### config.mk
export PLATFORM = sky130hd
export DESIGN_NAME = pll_rst_ctrl
export DESIGN_NICKNAME = d
export VERILOG_FILES = /design/src/rtl/pll_rst_pkg.sv /design/src/rtl/bit_sync.sv /design/src/rtl/pll_rst_ctrl.sv
export SDC_FILE = /design/constraint.sdc
export NUM_CORES = 1
export LEC_CHECK = 0
export ABC_AREA = 1
export CELL_PAD_IN_SITES_DETAIL_PLACEMENT = 2
export CELL_PAD_IN_SITES_GLOBAL_PLACEMENT = 2
export CORE_MARGIN = 2
export CORE_UTILIZATION = 35
export DETAILED_ROUTE_END_ITERATION = 10
export PLACE_DENSITY = 0.88
export SLEW_MARGIN = 20
export SYNTH_ARGS = -nofsm -noshare
export SYNTH_HDL_FRONTEND = slang
export SYNTH_SLANG_ARGS = --single-unit
export TNS_END_PERCENT = 50
### constraint.sdc
create_clock -name clk -period 5.1 [get_ports clk]
set_clock_uncertainty 0.15 [all_clocks]
set_input_delay 1.53 -clock clk [delete_from_list [all_inputs] [get_ports clk]]
set_output_delay 1.53 -clock clk [all_outputs]
set_load 0.1 [all_outputs]
### src/rtl/pll_rst_pkg.sv
// Shared types and 27 MHz default timing for the PLL power-up/lock supervisor.
package pll_rst_pkg;

    typedef enum logic [2:0] {
        S_RST    = 3'd0,
        S_WAIT   = 3'd1,
        S_STABLE = 3'd2,
        S_RUN    = 3'd3,
        S_FAULT  = 3'd4
    } pll_state_e;

    localparam int unsigned PLL_RST_CYC_DEF      = 27;     // 1 us
    localparam int unsigned LOCK_TIMEOUT_CYC_DEF = 27000;  // 1 ms
    localparam int unsigned LOCK_STABLE_CYC_DEF  = 2700;   // 100 us
    localparam int unsigned MAX_RETRY_DEF        = 3;

    function automatic int unsigned max3(input int unsigned a, input int unsigned b,
                                         input int unsigned c);
        int unsigned m;
        m = (a > b) ? a : b;
        return (m > c) ? m : c;
    endfunction

endpackage

### src/rtl/bit_sync.sv
// Two-flop synchroniser for a single asynchronous level; clears to 0 on reset.
module bit_sync (
    input  logic clk,
    input  logic rst_n,
    input  logic d_i,
    output logic q_o
);

    logic meta_q;
    logic sync_q;

    always_ff @(posedge clk or negedge rst_n) begin
        if (!rst_n) begin
            meta_q <= 1'b0;
            sync_q <= 1'b0;
        end else begin
            meta_q <= d_i;
            sync_q <= meta_q;
        end
    end

    assign q_o = sync_q;

endmodule

### src/rtl/pll_rst_ctrl.sv
// rPLL reset/lock supervisor: pulses pll_reset, waits for stable lock, then releases sys_rst_n.
// Define PLL_RST_CTRL_RETRY_LIMIT_EN to park in S_FAULT after MAX_RETRY lock timeouts.
module pll_rst_ctrl
    import pll_rst_pkg::*;
#(
    parameter int unsigned PLL_RST_CYC      = PLL_RST_CYC_DEF,
    parameter int unsigned LOCK_TIMEOUT_CYC = LOCK_TIMEOUT_CYC_DEF,
    parameter int unsigned LOCK_STABLE_CYC  = LOCK_STABLE_CYC_DEF,
    parameter int unsigned MAX_RETRY        = MAX_RETRY_DEF
) (
    input  logic       clk,
    input  logic       rst_n,
    input  logic       pll_lock,
    input  logic       relock_req,
    output logic       pll_reset,
    output logic       sys_rst_n,
    output logic [2:0] state,
    output logic [3:0] retry_cnt,
    output logic       fault
);

    localparam int unsigned TMR_W = $clog2(max3(PLL_RST_CYC, LOCK_TIMEOUT_CYC, LOCK_STABLE_CYC)) + 1;
    localparam logic [TMR_W-1:0] TMR_RST    = TMR_W'(PLL_RST_CYC);
    localparam logic [TMR_W-1:0] TMR_TO     = TMR_W'(LOCK_TIMEOUT_CYC);
    localparam logic [TMR_W-1:0] TMR_STABLE = TMR_W'(LOCK_STABLE_CYC);
    localparam logic [TMR_W-1:0] TMR_ONE    = TMR_W'(1);

`ifdef PLL_RST_CTRL_RETRY_LIMIT_EN
    localparam bit LIMIT_EN = 1'b1;
`else
    localparam bit LIMIT_EN = 1'b0;
`endif

    pll_state_e       state_q, state_d;
    logic [TMR_W-1:0] tmr_q, tmr_d;
    logic [3:0]       retry_q, retry_d;
    logic [3:0]       retry_inc;
    logic             retry_hit;
    logic             pll_reset_q, sys_rst_n_q;
    logic             lock_s;

    bit_sync u_lock_sync (
        .clk   (clk),
        .rst_n (rst_n),
        .d_i   (pll_lock),
        .q_o   (lock_s)
    );

    assign retry_inc = (retry_q == 4'hF) ? 4'hF : retry_q + 4'd1;
    assign retry_hit = ({1'b0, retry_q} + 5'd1) == 5'(MAX_RETRY);

    always_comb begin
        state_d = state_q;
        tmr_d   = tmr_q - TMR_ONE;
        retry_d = retry_q;
        case (state_q)
            // relock_req is deliberately not looked at here: the pulse must run its full length
            S_RST: begin
                if (tmr_q == TMR_ONE) begin
                    state_d = S_WAIT;
                    tmr_d   = TMR_TO;
                end
            end
            S_WAIT: begin
                if (relock_req) begin
                    state_d = S_RST;
                    tmr_d   = TMR_RST;
                end else if (lock_s) begin
                    state_d = S_STABLE;
                    tmr_d   = TMR_STABLE;
                end else if (tmr_q == TMR_ONE) begin
                    retry_d = retry_inc;
                    state_d = (LIMIT_EN && retry_hit) ? S_FAULT : S_RST;
                    tmr_d   = TMR_RST;
                end
            end
            S_STABLE: begin
                if (relock_req) begin
                    state_d = S_RST;
                    tmr_d   = TMR_RST;
                end else if (!lock_s) begin
                    state_d = S_WAIT;
                    tmr_d   = TMR_TO;
                end else if (tmr_q == TMR_ONE) begin
                    state_d = S_RUN;
                    retry_d = 4'd0;
                end
            end
            S_RUN: begin
                tmr_d = tmr_q;
                if (relock_req || !lock_s) begin
                    state_d = S_RST;
                    tmr_d   = TMR_RST;
                end
            end
`ifdef PLL_RST_CTRL_RETRY_LIMIT_EN
            S_FAULT: begin
                tmr_d = tmr_q;
                if (relock_req) begin
                    state_d = S_RST;
                    tmr_d   = TMR_RST;
                    retry_d = 4'd0;
                end
            end
`endif
            default: begin
                state_d = S_RST;
                tmr_d   = TMR_RST;
            end
        endcase
    end

    // Outputs are registered from state_d so they move on the same edge as state_q.
    always_ff @(posedge clk or negedge rst_n) begin
        if (!rst_n) begin
            state_q     <= S_RST;
            tmr_q       <= TMR_RST;
            retry_q     <= 4'd0;
            pll_reset_q <= 1'b1;
            sys_rst_n_q <= 1'b0;
        end else begin
            state_q     <= state_d;
            tmr_q       <= tmr_d;
            retry_q     <= retry_d;
            pll_reset_q <= (state_d == S_RST) || (state_d == S_FAULT);
            sys_rst_n_q <= (state_d == S_RUN);
        end
    end

`ifdef PLL_RST_CTRL_RETRY_LIMIT_EN
    logic fault_q;
    always_ff @(posedge clk or negedge rst_n) begin
        if (!rst_n) fault_q <= 1'b0;
        else        fault_q <= (state_d == S_FAULT);
    end
    assign fault = fault_q;
`else
    assign fault = 1'b0;
`endif

    assign pll_reset = pll_reset_q;
    assign sys_rst_n = sys_rst_n_q;
    assign state     = state_q;
    assign retry_cnt = retry_q;

endmodule

# == Word-level counts from Yosys, hierarchy flattened ==
# Cells that the tools add are included.
# word_totals
reg_bits,27
in_bits,4
out_inout_bits,10
elab_cells,55
# op_classes
n_reduce_logical,7
addsub,2
n_eq_ne,14
mux,25
# op_table
op,n
$mux W16,7
$pmux W16 S4,1
$mux W4,7
$mux W3,8
$eq A16 B1 Y1 const B,1
$sub A16 B1 Y16 const B,1
$ne A2 B2 Y1 const B,6
$pmux W3 S4,1
$eq A3 B2 Y1 const B,3
$pmux W4 S2,1
$reduce_and A7 Y1,1
$logic_not A3 Y1,2
$add A4 B1 Y4 const B,1
$eq A4 B4 Y1 const B,1
$eq A3 B1 Y1 const B,1
$eq A3 B3 Y1 const B,1
$logic_or A1 B1 Y1,2
$ne A2 B1 Y1 const B,1
$reduce_bool A2 Y1,1
$logic_not A1 Y1,1

# == Logic depth before layout (Yosys ltp) ==
# Gate-level depths: netlist (run 1).
# depth
ltp_word,7
ltp_mapped,10
ltp_nobuf,10

# == Hierarchy ==
# A second synthesis (run 1) with hierarchy kept.
# unflattened
cells_unflattened,271
hier_area_um2,1873.0
# modules_own_cells
mod,seq_area_each_um2,area_per_inst_um2,cells_per_inst,instances
pll_rst_ctrl,631.9,1823.0,269,1
bit_sync,50.0,50.0,2,1

# == Worst setup path before layout (run 1) ==
# No wires, ideal clock.
# synth_path
path_type,reg-to-output
from,register state_q[1] (netlist: state[1])
to,output state[1]
n_path_buf,0
arrival_time_ns,1.050
path_stages_with_launch,1
t_required_ns,3.420
path_slack_ns,2.370
cell_sequence,dfrtp_1
# synth_lines
item,line,source
start: declaration,pll_rst_ctrl.sv:34,"pll_state_e state_q, state_d;"
start signal: assignment,pll_rst_ctrl.sv:122,state_q <= state_d;
end: declaration,pll_rst_ctrl.sv:17,"output logic [2:0] state,"
# No word-level cell between the ends.

# == Worst setup path in the final report (run 1) ==
# layout_path
from,register state_q[0] (netlist: state[0])
to,output state[0]
# No word-level cell between the ends.

==> results of run 1 <==
[logic make-up after synthesis]
| group | synth area share, % |
|---|---|
| compound gates | 6.65 |
| xor+xnor | 2.22 |
| fa+ha+maj | 1.90 |
| buf+inv | 8.68 |
| flops | 34.5 |
| other cells | 0.190 |
| simple gates | 45.8 |
[registers in the layout, indices dropped and copies added (netlist names)]
signal	cells
state	3
u_lock_sync.meta_q	1
sys_rst_n	1
retry_cnt	4
pll_reset	1
u_lock_sync.q_o	1
tmr_q	16
[cell type report]
cell class	instances	area, sq um	share of cell area [%]
multi-input cells	214	1120	50.5
flip-flops and latches	27	682	30.6
inverters	40	156	7.02
repair buffers	13	128	5.73
well taps	72	90.1	4.04
clock buffers	3	41.3	1.85
clock inverters	1	5.00	0.225
[metrics by stage]
| stage | utilization [%] | hold slack, ns | setup WS (ns) | total power (W) |
|---|---|---|---|---|
| 2_1_floorplan | - | 0.181 | 2.37 | 0.000328 |
| 3_3_place_gp | 39.8 | 0.182 | 1.73 | 0.000358 |
| 3_5_place_dp | 39.8 | 0.188 | 1.70 | 0.000365 |
| 4_1_cts | 40.7 | 0.215 | 1.38 | 0.000501 |
| 5_1_grt | 40.7 | 0.219 | 1.36 | 0.000520 |
| 6_report | 40.7 | 0.211 | 1.39 | 0.000492 |
[power breakdown]
| part | internal [W] | leakage, nW | switching (W) |
|---|---|---|---|
| Clock | 0.0000550 | 0.0255 | 0.0000761 |
| Sequential | 0.000227 | 0.352 | 0.0000148 |
| Combinational | 0.0000343 | 0.737 | 0.0000852 |
| Total | 0.000316 | 1.11 | 0.000176 |
[metal layers]
layer / GRT usage (%) / share of wire, %
met5: 0 / 0
met3: 2.84 / 1.8
met2: 39.5 / 52
met1: 26.8 / 45
met4: 5.17 / 0.86
[cell usage in the layout (no fill, tap or decap), types with 5 or more instances in the layout]
| cell | instances |
|---|---|
| nand3_1 | 36 |
| clkdlybuf4s50_1 | 12 |
| a21oi_1 | 5 |
| nor2_1 | 27 |
| inv_1 | 32 |
| nand2_1 | 72 |
| inv_2 | 6 |
| dfstp_2 | 5 |
| nor2_4 | 6 |
| o21ai_0 | 11 |
| nor2_2 | 11 |
| nand2_2 | 13 |
| dfrtp_1 | 22 |
| nand4_1 | 5 |
[worst paths after layout]
| path | start | end | slack, ns | depth (start not counted) |
|---|---|---|---|---|
| worst min register to register | u_lock_sync.meta_q | u_lock_sync.q_o | 0.21 | 0 |
| worst max register to register | tmr_q[0] | tmr_q[9] | 3.16 | 8 |
| max in group asynchronous | rst_n | pll_reset | 2.66 | 2 |
| worst max-delay path | state[0] | state[0] | 1.39 | 1 |
| worst min-delay path | u_lock_sync.meta_q | u_lock_sync.q_o | 0.21 | 0 |
| min in group asynchronous | rst_n | tmr_q[10] | 1.44 | 1 |
==> impl_metrics.csv, run 1 <==
group,metric,value,unit
run_status,status,"finished, final reports clean",
cts,cts_root_buf,"clkbuf_8",
die,row_count,27,
yosys,yosys_warnings,0,
pwr,p_leak,1.11,nW
placement,dpl.hpwl,4.93,mm
critical_path,crit_slowest_cell,"clkdlybuf4s50_1",
route,drt-initial-drc-count,37,
layout,nFillCells,693,
yosys,netlist_area,1970,sq um
cts,cts_max_level,1,
die,dieArea,6260,sq um
placement,gp_congestion,0.780,
yosys,synth_flop_cell,"dfrtp_1",
placement,dpl_cell_area,2180,sq um
grt,grt_antenna_before_repair,0,
critical_path,path_class,"reg -> out",
run,maxCapViolCount,0,
route,wl,6.16,mm
grt,grt_max_degree,18,
sta,worstMarginPinSlew,0.981,ns
layout,syn2layout_area_growth,12.8,%
sta,setup_viol,0,
cts,cts_tree,"yes",
sta,hold_violations,0,
cts,clock_path_buffers,2,
cts,cts_buffers,3,
sta,rsz0062_at_grt,"no",
route,firstDrtPassIters,4,
critical_path,crit_arrival,2.03,ns
critical_path,crit_fanout,7,
cts,clock_insertion_delay_worst_skew,0.28,ns
critical_path,critPathCaptureType,"output pin",
critical_path,cp.required,3.42,ns
grt,track_usage,21.6,%
grt,grt_pass1_vias,2148,
grt,gr-total-overflow,0,
route,drt.antenna.violating_nets,0,
layout,drive_above_1_share,19.1,%
cts,ctsResizeCount,0,
cts,post_cts_buffers,0,
yosys,synth.most_common_cell,"nand2_1",
die,core,5470,sq um
sta,slew_headroom,34.4,%
yosys,synthTopCellsByCount,"72 x nand2_1, 36 x nand3_1, 32 x inv_1",
yosys,ys_seq_area_share,34.5,%
route,via_per_inst,5.14,
sta,slew_violations,0,
route,via_count,1903,
yosys,synth_edf_count,0,
placement,dp_cells,366,
hold_path,hold_path.class,"reg -> reg",
die,dieHeight,79.1,um
sta,finalSetupTns,0,ns
sta,fin_crit,3.71,ns
pwr,p_per_area,221,nW/um^2
sta,fin_crit_sh,72.7,%
yosys,netlist.area_leader.share,27.9,%
layout,final_cell_area,2230,sq um
critical_path,cp_top_family,"buffers and inverters",
yosys,syn_inst,282,
cts,cts.clk_slew.worst_paths,0.11,ns
cts,ctsHoldBuffers,0,
critical_path,crit_buf_inv,1,
yosys,synth_seq_cells,27,
yosys,yosys.area.top_type,"dfrtp_1",
critical_path,path_cells,"clkdlybuf4s50_1",
yosys,ys_async_sr_fraction,100,%
yosys,synth_area_leaders,"dfrtp_1 28%, nand2_1 14%, nand3_1 9.1%, dfstp_2 6.7%, inv_1 6.1%",
layout,fin_nets,306,
grt,grt_pass1_wl,10.5,mm
route,drcViolationCount,0,
yosys,synth_area_per_cell,7.00,sq um
layout,final_cells,370,
die,ioPinCount,14,
sta,max_freq,0.270,GHz
cts,clkSinkCount,27,
pwr,ir_drop,0.103,mV
yosys,ys_types,30,
critical_path,cpPeakStageDelay,1.20,ns
critical_path,startpoint_type,"flip-flop",
die,initial_core_util,36.1,%
placement,io_buffer_count,12,
die,die_x,79.1,um
layout,diodes,0,
route,wire_per_inst,16.6,um
(Power assumes the default switching activity.)
==> run 2: changes to the inputs <==
--- a/config.mk
+++ b/config.mk
@@ -9,9 +9,9 @@
 export CELL_PAD_IN_SITES_DETAIL_PLACEMENT = 2
 export CELL_PAD_IN_SITES_GLOBAL_PLACEMENT = 2
 export CORE_MARGIN = 2
-export CORE_UTILIZATION = 35
+export CORE_UTILIZATION = 30
 export DETAILED_ROUTE_END_ITERATION = 10
-export PLACE_DENSITY = 0.88
+export PLACE_DENSITY = 0.8
 export SLEW_MARGIN = 20
 export SYNTH_ARGS = -nofsm -noshare
 export SYNTH_HDL_FRONTEND = slang
==> constraint.sdc (replaced) <==
create_clock -name clk -period 3.38 [get_ports clk]
set_clock_uncertainty 0.15 [all_clocks]
set_input_delay 1.014 -clock clk [delete_from_list [all_inputs] [get_ports clk]]
set_output_delay 1.014 -clock clk [all_outputs]
set_load 0.1 [all_outputs]
==> run 2 against run 1 <==
Compared with the run above: core utilization fell by 5.8 points; global-route usage shrank 2.9 points; total power grew 51%; sequential share of layout area rose by 0.19 points; critical path type is now in -> reg; worst setup slack worse by 0.57 ns; largest cell class unchanged; largest power group unchanged; routed wire length down 0.18%; critical endpoint is now tmr_q[12]; worst hold slack better by 0.0088 ns.
==> impl_metrics.csv, run 2 (synthesis results as in run 1) <==
group,metric,value,unit
cts,cts_max_level,1,
critical_path,startpoint_type,"input port",
cts,clock_insertion_delay_worst_skew,0.29,ns
route,via_per_inst,5.05,
critical_path,cp.required,3.41,ns
critical_path,crit_slowest_cell,"clkdlybuf4s50_1",
layout,regMostFlops,"tmr_q",
die,die_x,85.1,um
pwr,p_switching,0.000267,W
critical_path,crit_arrival,2.59,ns
critical_path,cpPeakStageDelay,0.57,ns
run,maxCapViolCount,0,
layout,largest_register_ff_count,16,
die,dieHeight,85.1,um
pwr,ir_drop,0.195,mV
run_status,status,"finished, final reports clean",
sta,hold_slack,0.219,ns
route,wl,6.15,mm
layout,mostFrequentLayoutCells,"72 x nand2_1, 36 x nand3_1, 32 x inv_1",
grt,gr-total-overflow,0,
grt,track_usage,18.7,%
critical_path,rrSetupSlack,1.43,ns
route,drcViolationCount,0,
layout,register_area,682,sq um
pwr,p_per_area,336,nW/um^2
layout,drive_above_1_share,22.1,%
pwr,power.share.sequential,49.0,%
cts,clock_path_buffers,2,
critical_path,crit-reg2reg-launch,"tmr_q[0]",
cts,post_cts_buffers,0,
layout,final_util,34.9,%
sta,max_freq,0.392,GHz
placement,dpl.hpwl,4.93,mm
cts,cts_tree,"yes",
route,drt-initial-drc-count,80,
cts,cts.clk_slew.worst_paths,0.11,ns
sta,finalSetupTns,0,ns
die,ioPinCount,14,
route,wire_per_inst,16.4,um
route,firstDrtPassIters,4,
hold_path,holdCritStartpoint,"u_lock_sync.meta_q",
cts,clkSinkCount,27,
die,initial_core_util,31.1,%
sta,fin_crit_sh,75.5,%
cts,ctsHoldBuffers,0,
cts,ctsResizeCount,0,
cts,cts_root_buf,"clkbuf_8",
layout,diodes,0,
placement,io_buffer_count,12,
critical_path,path_class,"in -> reg",
grt,grt_antenna_before_repair,0,
placement,gp_congestion,0.778,
die,row_count,29,
grt,grt_max_degree,28,
grt,grt_pass1_vias,2070,
critical_path,path_cells,"clkdlybuf4s50_1 -> nor2_4 -> nand4_4 -> inv_2 -> nor2_1 -> nand2_1 -> nand2_1 -> nand2_1 -> nor2_1",
critical_path,ff2ff_path_depth,8,
hold_path,hold_path.class,"reg -> reg",
critical_path,critPathCaptureType,"flip-flop",
sta,fin_crit,2.55,ns
hold_path,holdPathEnd,"u_lock_sync.q_o",
die,core,6350,sq um
sta,setup_ws,0.826,ns
layout,syn2layout_area_growth,12.1,%
sta,hold_violations,0,
layout,fin_nets,306,
pwr,p_sw_share,35.9,%
hold_path,min_path_cells,0,
grt,grt_pass1_wl,10.7,mm
die,dieArea,7250,sq um
cts,cts_buffers,3,
layout,final_common_cell,"nand2_1",
pwr,p_leak,1.13,nW
layout,nFillCells,776,
placement,place_ws,0.516,ns
pwr,comb_power_share,23.8,%
layout,multi_input_area,1120,sq um
pwr,power_frac_clock,27.2,%
sta,setup_viol,0,
route,drt.antenna.violating_nets,0,
critical_path,crit_fanout,11,
pwr,total_power,0.000744,W
route,via_count,1892,
sta,rsz0062_at_grt,"no",
critical_path,crit_top_cell,"nand2_1",
sta,slew_violations,0,
pwr,p_int,0.000477,W
critical_path,timing.rr.end,"tmr_q[7]",
-- run 2: cell count changes in the layout (fill, tap and decap cells not counted), sizes merged --
cell,before,now
clkdlybuf4s50,12,3
clkinvlp,0,1
buf,1,10
clkinv,3,2
-- run 2: worst max-delay path by stage --
stage | from | endpoint | slack, ns | depth (start not counted)
CTS | relock_req | tmr_q[12] | 0.83 | 9
detailed placement | relock_req | tmr_q[12] | 0.52 | 9
floorplan | state[1] | state[1] | 1.17 | 0
global placement | relock_req | tmr_q[12] | 0.62 | 9
finish | relock_req | tmr_q[12] | 0.83 | 9
global route | relock_req | tmr_q[12] | 0.71 | 8
-- run 2: final cells by class --
class	instances	area share [%]
multi-input cells	214	50.8
flip-flops and latches	27	30.8
inverters	40	7.07
repair buffers	13	4.75
well taps	77	4.35
clock buffers	3	1.87
clock inverters	1	0.339
-- run 2: power groups by stage --
stage                     registers (W)  logic [W]  clock network, W
after detailed placement       0.000371   0.000179                 0
after CTS                      0.000365   0.000181          0.000214
after global routing           0.000368   0.000201          0.000224
after global placement         0.000370   0.000173                 0
after floorplan                0.000381   0.000114                 0
final                          0.000365   0.000177          0.000202
-- run 2: layer usage --
layer  vias up  GRT usage [%]  wire length, um
li1        919              -                -
met1       950           24.1             2760
met2        19           33.9             3230
met3         4           2.63              115
met4         0           2.74               37
met5         -              0                0
-- run 2: critical path: cells and delay by family --
family / cells / cell delay (ns)
buffers and inverters: 2 / 0.81
AND/OR/NAND/NOR: 7 / 0.75
-- run 2: metrics by stage --
stage / instances / instance area (sq um)
2_1_floorplan: 283 / 1980
3_3_place_gp: 371 / 2160
3_5_place_dp: 371 / 2160
4_1_cts: 375 / 2210
5_1_grt: 375 / 2210
6_report: 375 / 2210
==> run 3: changes to the inputs <==
--- a/config.mk
+++ b/config.mk
@@ -9,9 +9,9 @@
 export CELL_PAD_IN_SITES_DETAIL_PLACEMENT = 2
 export CELL_PAD_IN_SITES_GLOBAL_PLACEMENT = 2
 export CORE_MARGIN = 2
-export CORE_UTILIZATION = 30
+export CORE_UTILIZATION = 33
 export DETAILED_ROUTE_END_ITERATION = 10
-export PLACE_DENSITY = 0.8
+export PLACE_DENSITY = 0.84
 export SLEW_MARGIN = 20
 export SYNTH_ARGS = -nofsm -noshare
 export SYNTH_HDL_FRONTEND = slang
==> constraint.sdc (replaced) <==
create_clock -name clk -period 2.6 [get_ports clk]
set_clock_uncertainty 0.15 [all_clocks]
set_input_delay 0.78 -clock clk [delete_from_list [all_inputs] [get_ports clk]]
set_output_delay 0.78 -clock clk [all_outputs]
set_load 0.1 [all_outputs]
==> run 3 against run 2 <==
Compared with the run above: count of clock-buffer cells in the layout did not move; critical path depth did not move; critical path type unchanged; register-to-register slack got worse by 0.73 ns; first-iteration DRC count fell by 45%; largest cell class unchanged; sequential share of layout area fell by 0.48 points; total power rose by 30%; global-route usage rose by 2.0 points; worst setup slack got worse by 0.31 ns; flip-flop and latch count did not move.
==> impl_metrics.csv, run 3 (synthesis results as in run 1) <==
group,metric,value,unit
pwr,comb_power_share,24.1,%
die,dieHeight,81.4,um
grt,gr-total-overflow,0,
critical_path,crit_fanout,9,
critical_path,cp.required,2.63,ns
sta,slew_violations,0,
layout,final_cell_area,2250,sq um
layout,mostFrequentLayoutCells,"72 x nand2_1, 36 x nand3_1, 32 x inv_1",
layout,largest_register_ff_count,16,
layout,final_cells,375,
die,core,5850,sq um
placement,dp_cells,371,
sta,setup_viol,0,
cts,post_cts_buffers,0,
run,maxCapViolCount,0,
route,top_layer,"met4",
sta,finalSetupTns,0,ns
route,via_per_inst,5.09,
sta,max_freq,0.480,GHz
grt,grt_max_degree,28,
cts,clock_insertion_delay_worst_skew,0.28,ns
grt,grt_pass1_vias,2083,
layout,syn2layout_area_growth,13.9,%
cts,cts_tree,"yes",
die,ioPinCount,14,
route,wl,6.21,mm
route,drt-initial-drc-count,44,
layout,regMostFlops,"tmr_q",
pwr,p_int,0.000622,W
route,wl_met2,3.29,mm
hold_path,holdPathEnd,"u_lock_sync.q_o",
critical_path,timing.rr.end,"tmr_q[9]",
critical_path,ff2ff_path_depth,8,
route,routed-wl-met3,83,um
layout,fin_nets,308,
route,drt-met1-wl,2.83,mm
critical_path,crit-reg2reg-launch,"tmr_q[0]",
cts,ctsResizeCount,0,
hold_path,hold_path.class,"reg -> reg",
hold_path,min_path_cells,0,
placement,io_buffer_count,12,
route,firstDrtPassIters,4,
die,initial_core_util,33.7,%
pwr,power.share.sequential,49.2,%
die,die_x,81.4,um
cts,ctsHoldBuffers,0,
placement,gp_congestion,0.792,
grt,grt_antenna_before_repair,0,
layout,nFillCells,732,
cts,cts_buffers,3,
route,drcViolationCount,0,
cts,cts_root_buf,"clkbuf_8",
cts,clkSinkCount,27,
cts,clock_path_buffers,2,
pwr,p_switching,0.000343,W
pwr,power_frac_clock,26.7,%
layout,diodes,0,
critical_path,critPathCaptureType,"flip-flop",
sta,fin_crit_sh,80.1,%
route,wire_per_inst,16.6,um
pwr,p_per_area,429,nW/um^2
cts,cts.clk_slew.worst_paths,0.11,ns
cts,cts_max_level,1,
pwr,ir_drop,0.199,mV
placement,dpl.hpwl,4.98,mm
sta,hold_violations,0,
sta,setup_ws,0.516,ns
critical_path,path_class,"in -> reg",
pwr,p_leak,1.14,nW
sta,rsz0062_at_grt,"no",
die,row_count,28,
placement,place_ws,0.191,ns
grt,track_usage,20.7,%
placement,dpl_cell_area,2200,sq um
die,dieArea,6620,sq um
run_status,status,"finished, final reports clean",
critical_path,rrSetupSlack,0.70,ns
critical_path,startpoint_type,"input port",
sta,fin_crit,2.08,ns
critical_path,crit_arrival,2.12,ns
layout,drive_above_1_share,22.7,%
layout,final_common_cell,"nand2_1",
route,drt.antenna.violating_nets,0,
hold_path,holdCritStartpoint,"u_lock_sync.meta_q",
route,via_count,1907,
pwr,p_sw_share,35.5,%
grt,grt_pass1_wl,10.5,mm
[run 3: cell type report]
cell class / count / area [sq um] / share of cell area, %
clock buffer: 3 / 41.3 / 1.84
inverter: 40 / 156 / 6.96
sequential: 27 / 682 / 30.3
clock inverter: 1 / 5.00 / 0.223
tap: 75 / 93.8 / 4.17
timing repair buffer: 15 / 145 / 6.46
multi-input combinational: 214 / 1120 / 50.0
[run 3: worst max-delay path, cell delays in order]
cell and delay [ns]:
clkdlybuf4s50_1 0.47, nor2_4 0.21, nand4_4 0.20, inv_2 0.19, nor2_1 0.08, nand2_1 0.06, nand2_1 0.04, nand2_1 0.05
nor2_1 0.04
[run 3: power groups by stage]
stage | Combinational, W | Clock, W | Sequential [W]
after floorplan | 0.000148 | 0 | 0.000496
final | 0.000233 | 0.000257 | 0.000475
after detailed placement | 0.000235 | 0 | 0.000483
after CTS | 0.000236 | 0.000270 | 0.000475
after global routing | 0.000265 | 0.000280 | 0.000478
after global placement | 0.000224 | 0 | 0.000481
[run 3: worst max-delay path by stage]
stage          startpoint            to  slack (ns)  depth (start not counted)
2_1_floorplan    state[2]  retry_cnt[2]        0.48                          9
3_3_place_gp   relock_req      state[0]        0.23                          7
3_5_place_dp   relock_req     tmr_q[12]        0.19                          9
4_1_cts        relock_req     tmr_q[12]        0.50                          9
5_1_grt        relock_req     tmr_q[12]        0.39                          9
6_report       relock_req     tmr_q[12]        0.52                          9
[run 3: per-stage QoR]
stage	total power [W]	util, %	hold slack (ns)
5_1_grt	0.00102	38.4	0.222
3_5_place_dp	0.000717	37.6	0.192
6_report	0.000965	38.4	0.213
2_1_floorplan	0.000644	-	0.181
4_1_cts	0.000982	38.4	0.218
3_3_place_gp	0.000705	37.6	0.182
[run 3: routing by layer]
layer	global-route usage (%)	vias to the layer above
met3	2.00	2
met2	38.9	15
met1	25.9	965
li1	-	925
met4	3.22	0
met5	0	-
